File: config.mk
export PLATFORM = sky130hd
export DESIGN_NAME = results_sequencer
export DESIGN_NICKNAME = d
export VERILOG_FILES = /design/src/rtl/results_pkg.sv /design/src/rtl/dwell_timer.sv /design/src/rtl/results_sequencer.sv
export SDC_FILE = /design/constraint.sdc
export NUM_CORES = 1
export LEC_CHECK = 0
export CAP_MARGIN = 20
export CORE_MARGIN = 5
export CORE_UTILIZATION = 37
export DETAILED_ROUTE_END_ITERATION = 10
export HOLD_SLACK_MARGIN = 0.05
export PLACE_DENSITY = 0.63
export SLEW_MARGIN = 20
export SYNTH_ARGS = -nofsm -noshare
export SYNTH_HDL_FRONTEND = slang
export SYNTH_SLANG_ARGS = --single-unit
File: constraint.sdc
create_clock -name clk -period 2.77 [get_ports clk]
set_clock_uncertainty 0.05 [all_clocks]
set_input_delay 0.4155 -clock clk [delete_from_list [all_inputs] [get_ports clk]]
set_output_delay 0.4155 -clock clk [all_outputs]
set_load 0.005 [all_outputs]
File: src/rtl/results_pkg.sv
// results_pkg: shared definitions for the post-game results sequencer.
//   state_t              - sequencer state encoding (IDLE, LOAD, CALC, SHOW)
//   PAGE_SCORE_BASE      - page_code of score page 0 (game i shows as 4 + i)
//   PAGE_AVG / PAGE_BEST - page_code of the average and best-score pages
//   DWELL_CYCLES_DEFAULT - default cycles per page (3 s at 50 MHz)
package results_pkg;

    typedef enum logic [1:0] {
        IDLE = 2'd0,
        LOAD = 2'd1,
        CALC = 2'd2,
        SHOW = 2'd3
    } state_t;

    localparam logic [3:0] PAGE_SCORE_BASE      = 4'd4;
    localparam logic [3:0] PAGE_AVG             = 4'd8;
    localparam logic [3:0] PAGE_BEST            = 4'd9;
    localparam int         DWELL_CYCLES_DEFAULT = 150_000_000;

endpackage

File: src/rtl/dwell_timer.sv
// dwell_timer: page dwell counter for the results sequencer.
// Counts enabled cycles from 0 and raises o_tc for one cycle when the count
// reaches DWELL_CYCLES-1; the count then restarts from 0. i_clear restarts
// the count synchronously and has priority over counting.
//   clk      in  system clock
//   reset_n  in  asynchronous active-low reset
//   i_clear  in  synchronous clear
//   i_enable in  count enable
//   o_tc     out terminal-count pulse
module dwell_timer
    import results_pkg::*;
#(
    parameter int DWELL_CYCLES = DWELL_CYCLES_DEFAULT
) (
    input  logic clk,
    input  logic reset_n,
    input  logic i_clear,
    input  logic i_enable,
    output logic o_tc
);

    localparam int CNT_W = $clog2(DWELL_CYCLES);

    logic [CNT_W-1:0] r_cnt;

    assign o_tc = i_enable && (r_cnt == CNT_W'(DWELL_CYCLES - 1));

    always_ff @(posedge clk or negedge reset_n) begin
        if (!reset_n) begin
            r_cnt <= '0;
        end else if (i_clear || o_tc) begin
            r_cnt <= '0;
        end else if (i_enable) begin
            r_cnt <= r_cnt + CNT_W'(1);
        end
    end

endmodule

File: src/rtl/results_sequencer.sv
// results_sequencer: post-game results controller for the whack-a-mole core.
// Reads every score from the score memory read port, computes sum, floor
// average and (optionally) best score, then cycles the results pages.
// Optional feature macro: RESULTS_BEST_EN adds minimum tracking and a best
// page; without it best_value/best_game are held at 0.
//   clk, reset_n  - clock, asynchronous active-low reset
//   start         - begin results sequence (ignored while busy)
//   abort         - synchronous return to IDLE (highest priority)
//   next          - advance page early (SHOW only)
//   addr_rd       - score memory read address
//   data_out      - score memory read data (1-cycle latency)
//   busy          - high outside IDLE
//   page_code     - 4+i score page, 8 average, 9 best
//   bcd_value     - value for the BCD converter
//   value_valid   - high in SHOW
//   best_value    - minimum score
//   best_game     - index of the minimum score
//
// state | meaning
// IDLE  | waiting for start, outputs at reset values
// LOAD  | issuing reads 0..NUM_GAMES-1 plus one drain cycle, capturing scores
// CALC  | registering the average, selecting page 0
// SHOW  | cycling result pages until abort
module results_sequencer
    import results_pkg::*;
#(
    parameter int NUM_GAMES    = 4,
    parameter int ADDR_W       = 2,
    parameter int DATA_W       = 10,
    parameter int DWELL_CYCLES = DWELL_CYCLES_DEFAULT
) (
    input  logic              clk,
    input  logic              reset_n,
    input  logic              start,
    input  logic              abort,
    input  logic              next,
    output logic [ADDR_W-1:0] addr_rd,
    input  logic [DATA_W-1:0] data_out,
    output logic              busy,
    output logic [3:0]        page_code,
    output logic [DATA_W-1:0] bcd_value,
    output logic              value_valid,
    output logic [DATA_W-1:0] best_value,
    output logic [ADDR_W-1:0] best_game
);

    localparam int LC_W  = ADDR_W + 1;
    localparam int PG_W  = ADDR_W + 1;
    localparam int SUM_W = DATA_W + ADDR_W;
`ifdef RESULTS_BEST_EN
    localparam int NUM_PAGES = NUM_GAMES + 2;
`else
    localparam int NUM_PAGES = NUM_GAMES + 1;
`endif

    state_t            r_state;
    state_t            w_state_nxt;
    logic [LC_W-1:0]   r_ld_cnt;
    logic [ADDR_W-1:0] r_addr;
    logic [DATA_W-1:0] r_cache [NUM_GAMES];
    logic [SUM_W-1:0]  r_sum;
    logic [DATA_W-1:0] r_avg;
    logic [PG_W-1:0]   r_page;
    logic [3:0]        r_page_code;
    logic [DATA_W-1:0] r_bcd;
    logic              r_valid;
    logic [DATA_W-1:0] r_best_value;
    logic [ADDR_W-1:0] r_best_game;

    logic              w_capture;
    logic [ADDR_W-1:0] w_cap_idx;
    logic              w_tc;
    logic              w_advance;
    logic [PG_W-1:0]   w_page_nxt;
    logic [PG_W-1:0]   w_pg_sel;
    logic [3:0]        w_sel_code;
    logic [DATA_W-1:0] w_sel_value;

    always_ff @(posedge clk or negedge reset_n) begin
        if (!reset_n) r_state <= IDLE;
        else          r_state <= w_state_nxt;
    end

    always_comb begin
        w_state_nxt = r_state;
        case (r_state)
            IDLE:    if (start) w_state_nxt = LOAD;
            LOAD:    if (r_ld_cnt == LC_W'(NUM_GAMES)) w_state_nxt = CALC;
            CALC:    w_state_nxt = SHOW;
            SHOW:    w_state_nxt = SHOW;
            default: w_state_nxt = IDLE;
        endcase
        if (abort) w_state_nxt = IDLE;
    end

    // Read data lags the address by one cycle, so LOAD cycle j captures score j-1.
    assign w_capture = (r_state == LOAD) && (r_ld_cnt != '0);
    assign w_cap_idx = ADDR_W'(r_ld_cnt - LC_W'(1));

    dwell_timer #(
        .DWELL_CYCLES(DWELL_CYCLES)
    ) u_dwell_timer (
        .clk      (clk),
        .reset_n  (reset_n),
        .i_clear  ((r_state != SHOW) || next),
        .i_enable (r_state == SHOW),
        .o_tc     (w_tc)
    );

    // next and expiry in the same cycle still advance a single page.
    assign w_advance  = (r_state == SHOW) && (w_tc || next);
    assign w_page_nxt = (r_page == PG_W'(NUM_PAGES - 1)) ? '0 : r_page + PG_W'(1);

    always_comb begin
        w_pg_sel    = (r_state == CALC) ? '0 : w_page_nxt;
        w_sel_code  = PAGE_SCORE_BASE;
        w_sel_value = '0;
        if (w_pg_sel < PG_W'(NUM_GAMES)) begin
            w_sel_code  = PAGE_SCORE_BASE + 4'(w_pg_sel);
            w_sel_value = r_cache[ADDR_W'(w_pg_sel)];
        end else if (w_pg_sel == PG_W'(NUM_GAMES)) begin
            w_sel_code  = PAGE_AVG;
            w_sel_value = r_avg;
        end else begin
            w_sel_code  = PAGE_BEST;
            w_sel_value = r_best_value;
        end
    end

    always_ff @(posedge clk or negedge reset_n) begin
        if (!reset_n) begin
            r_ld_cnt     <= '0;
            r_addr       <= '0;
            for (int i = 0; i < NUM_GAMES; i++) r_cache[i] <= '0;
            r_sum        <= '0;
            r_avg        <= '0;
            r_page       <= '0;
            r_page_code  <= PAGE_SCORE_BASE;
            r_bcd        <= '0;
            r_valid      <= 1'b0;
            r_best_value <= '0;
            r_best_game  <= '0;
        end else if (abort) begin
            // Cache, sum and average are left as-is; they are unused in IDLE.
            r_ld_cnt     <= '0;
            r_addr       <= '0;
            r_page       <= '0;
            r_page_code  <= PAGE_SCORE_BASE;
            r_bcd        <= '0;
            r_valid      <= 1'b0;
            r_best_value <= '0;
            r_best_game  <= '0;
        end else begin
            case (r_state)
                IDLE: begin
                    if (start) begin
                        r_ld_cnt     <= '0;
                        r_addr       <= '0;
                        r_sum        <= '0;
                        r_best_value <= '0;
                        r_best_game  <= '0;
                    end
                end
                LOAD: begin
                    r_ld_cnt <= r_ld_cnt + LC_W'(1);
                    r_addr   <= (r_ld_cnt < LC_W'(NUM_GAMES - 1)) ? r_addr + ADDR_W'(1) : '0;
                    if (w_capture) begin
                        r_cache[w_cap_idx] <= data_out;
                        r_sum              <= r_sum + SUM_W'(data_out);
`ifdef RESULTS_BEST_EN
                        // Strict less-than keeps the lowest index on ties.
                        if ((r_ld_cnt == LC_W'(1)) || (data_out < r_best_value)) begin
                            r_best_value <= data_out;
                            r_best_game  <= w_cap_idx;
                        end
`endif
                    end
                end
                CALC: begin
                    r_avg       <= DATA_W'(r_sum >> ADDR_W);
                    r_page      <= '0;
                    r_page_code <= w_sel_code;
                    r_bcd       <= w_sel_value;
                    r_valid     <= 1'b1;
                end
                SHOW: begin
                    if (w_advance) begin
                        r_page      <= w_page_nxt;
                        r_page_code <= w_sel_code;
                        r_bcd       <= w_sel_value;
                    end
                end
                default: begin
                    r_valid <= 1'b0;
                end
            endcase
        end
    end

    assign addr_rd     = r_addr;
    assign busy        = (r_state != IDLE);
    assign page_code   = r_page_code;
    assign bcd_value   = r_bcd;
    assign value_valid = r_valid;
    assign best_value  = r_best_value;
    assign best_game   = r_best_game;

endmodule
==> out/metrics.yaml, run 1 <==
hp-class: "reg2reg"
dp.cells: 805
power.density_cell_area_nw_per_um2: 593.0
synth_cell_types: 58
initial_utilization: 0.3749
outcome: "finished clean"
vias_per_cell: 5.380
grt_pass1_vias: 4721
synth_edf_count: 0
grt_antenna_before_repair: 0
io_pins: 45
syn_to_final_growth_pct: 20.11
period_share: 0.9028
crit_chain: "or4b_1 > nor4_1 > a32oi_2 > buf_4 > a221oi_1 > nor3_1"
most-common-layout-cells: "114 x dfrtp_1, 50 x mux2_2, 44 x nor2_1, 43 x nand2_1, 33 x nand3_1"
fill_cells: 1485
fin_util: 0.4503
wl_met2_um: 7106
drv_slew: 0
cp-start-kind: "flop"
vdd_drop_max_mv: 0.4443
n_antenna_cell: 0
port_buffers: 32
grt_pass1_wl_um: 24210
remaining_drc_errors: 0
cts_resized: 0
setup_tns_ns: 0
nets: 643
grtUsageTotal: 0.1688
wl_per_cell_um: 17.46
timing.hold.ws_ns: 0.4391
critical_path.max_stage_delay_ns: 0.52
ys_ff_latch: 115
hpwl_um: 9692
final_common_cell: "dfrtp_1"
cp.arrival_ns: 2.74
cts-root-buf: "clkbuf_16"
critical_path_class: "reg2reg"
drtIter0Drc: 237
place.gp.congestion: 0.8233
clock-sinks: 115
maxCapViolCount: 0
clock_latency_ns: 0.42
cp_data_required_time_ns: 3.01
fmax_mhz: 399.9
critPathMaxFanout: 18
ant_nets: 0
finalHoldViolCount: 0
drive_gt1_frac: 0.1884
wl_um: 14610
fin_cells: 837
row_count: 46
cts_setup_buffers: 0
crit_path_top_delay_cell: "or4b_1"
power_w: 0.004211
top_layer: "met4"
coreArea_um2: 15770
grt_max_degree: 49
synth_area_um2: 5912
wl_met1_um: 6539
synth_ff_type: "dfrtp_1"
netlist_instances: 559
syn_avg_cell_area_um2: 10.58
die_y_um: 136.4
overflow: 0
synthArstFlopShare: 1.000
seq_area_frac_synth: 0.4870
p_leak_nw: 3.190
met3_length_um: 636
cts_max_level: 4
worst_pin_slew_ns: 0.7860
maxSlewHeadroom: 0.4760
fp.dieW_um: 136.4
rsz0062_at_grt: "no"
dieArea_um2: 18610
cts_tree: "yes"
cts_max_path_buffers: 2
cp-end-kind: "flop"
fin_crit_ns: 2.501
clkSlewWorstSetupHoldPaths_ns: 0.06
cts_made_buffers: 17
ys.warnings.count: 0
setup_viol: 0
drt_pass1_iterations: 5
vias: 4503
## layout make-up
type	instances	area, µm²	share of cell area
clock buffer	17	425.4	0.05991
sequential	115	2879	0.4055
tap	216	270.3	0.03806
timing repair buffer	56	513.0	0.07225
inverter	11	41.29	0.005815
multi-input combinational	408	2841	0.4002
clock inverter	14	130.1	0.01833
## report_power, final
| group | internal (W) | switching (W) | leakage [nW] |
|---|---|---|---|
| clock | 0.00124 | 0.000827 | 0.270 |
| combinational | 0.000159 | 0.000183 | 1.33 |
| sequential | 0.00175 | 0.0000622 | 1.59 |
## logic make-up (layout without fill, tap and decap cells)
kind of cell             count (synthesis)  after routing  synth area share
AND/OR/NAND/NOR                        206            206            0.1822
adder cells (fa/ha/maj)                 19             19           0.04148
buffers and inverters                   47             98           0.04063
XOR/XNOR                                33             33           0.04889
flip-flops                             115            115            0.4870
other                                    1             12         0.0006343
multiplexers                            52             52           0.09884
AO/OA/AOI/OAI                           86             86            0.1003
## cells in the mapped netlist (all sizes together), types with 9 or more instances
master / n / area share
clkbuf: 17 / 0.011
nor2: 44 / 0.028
ha: 18 / 0.038
inv: 11 / 0.0070
a31oi: 11 / 0.012
nand3: 33 / 0.028
xor2: 22 / 0.033
a221oi: 12 / 0.018
mux2: 51 / 0.097
a22o: 9 / 0.013
nor3: 14 / 0.013
xnor2: 11 / 0.016
dfrtp: 114 / 0.48
a21oi: 18 / 0.016
buf: 19 / 0.023
nand2: 44 / 0.028
o21ai: 17 / 0.014
nand4: 19 / 0.020
nor2b: 13 / 0.014
## worst paths after layout
| path | start | endpoint | slack (ns) | cells past startpoint |
|---|---|---|---|---|
| setup / recovery | u_dwell_timer.r_cnt[16]$_DFFE_PN0P_ | bcd_value[8]$_DFFE_PN0P_ | 0.27 | 6 |
| hold / removal | u_dwell_timer.r_cnt[0]$_DFFE_PN0P_ | u_dwell_timer.r_cnt[0]$_DFFE_PN0P_ | 0.44 | 1 |
| setup reg to reg | u_dwell_timer.r_cnt[16]$_DFFE_PN0P_ | bcd_value[8]$_DFFE_PN0P_ | 0.27 | 6 |
| hold reg to reg | u_dwell_timer.r_cnt[0]$_DFFE_PN0P_ | u_dwell_timer.r_cnt[0]$_DFFE_PN0P_ | 0.44 | 1 |
| max in group asynchronous | reset_n | r_sum[4]$_DFFE_PN0P_ | 1.42 | 3 |
| min in group asynchronous | reset_n | u_dwell_timer.r_cnt[6]$_DFFE_PN0P_ | 0.48 | 2 |
## layer usage
| layer | track usage | up-vias |
|---|---|---|
| li1 | - | 2098 |
| met1 | 0.2144 | 2264 |
| met2 | 0.2711 | 116 |
| met3 | 0.04626 | 25 |
| met4 | 0.07167 | 0 |
| met5 | 0 | - |
## what timing repair did
action,in CTS,in global routing
hold buffers,1,0
hold endpoints to repair,37,0
endpoints found under the setup margin,0,0
## sequential cells by signal (all words and copies together), names as in the netlist
name / flops
addr_rd: 2
u_dwell_timer.r_cnt: 28
r_page: 3
r_state: 2
bcd_value: 10
r_avg: 10
page_code: 4
r_cache: 40
r_sum: 12
r_ld_cnt: 3
value_valid: 1
## through the flow
step                      worst slack (ns)  area, µm²
after floorplan                     0.6170       5953
after global placement              0.1527       6535
after detailed placement            0.1297       6535
after CTS                           0.2093       7101
after global routing               0.07847       7101
final                               0.2693       7101
## critical path: cells and delay by family, from the launching register on
kind,cells,cell delay [ns]
buffers and inverters,1,0.28
and+or+nand+nor,3,0.96
AOI/OAI and AO/OA,2,0.63
DFF,1,0.45
Power figures use the tool's default switching activity.
==> inputs of run 2 (changes only) <==
--- a/constraint.sdc
+++ b/constraint.sdc
@@ -3,3 +3,3 @@
 set_input_delay 0.4155 -clock clk [delete_from_list [all_inputs] [get_ports clk]]
 set_output_delay 0.4155 -clock clk [all_outputs]
-set_load 0.005 [all_outputs]
+set_load 0.02 [all_outputs]
==> results of run 2 <==
The final DEF is identical to that of run 1. Status: finished clean.
Among the figures that moved: total power 0.004211 W -> 0.004225 W
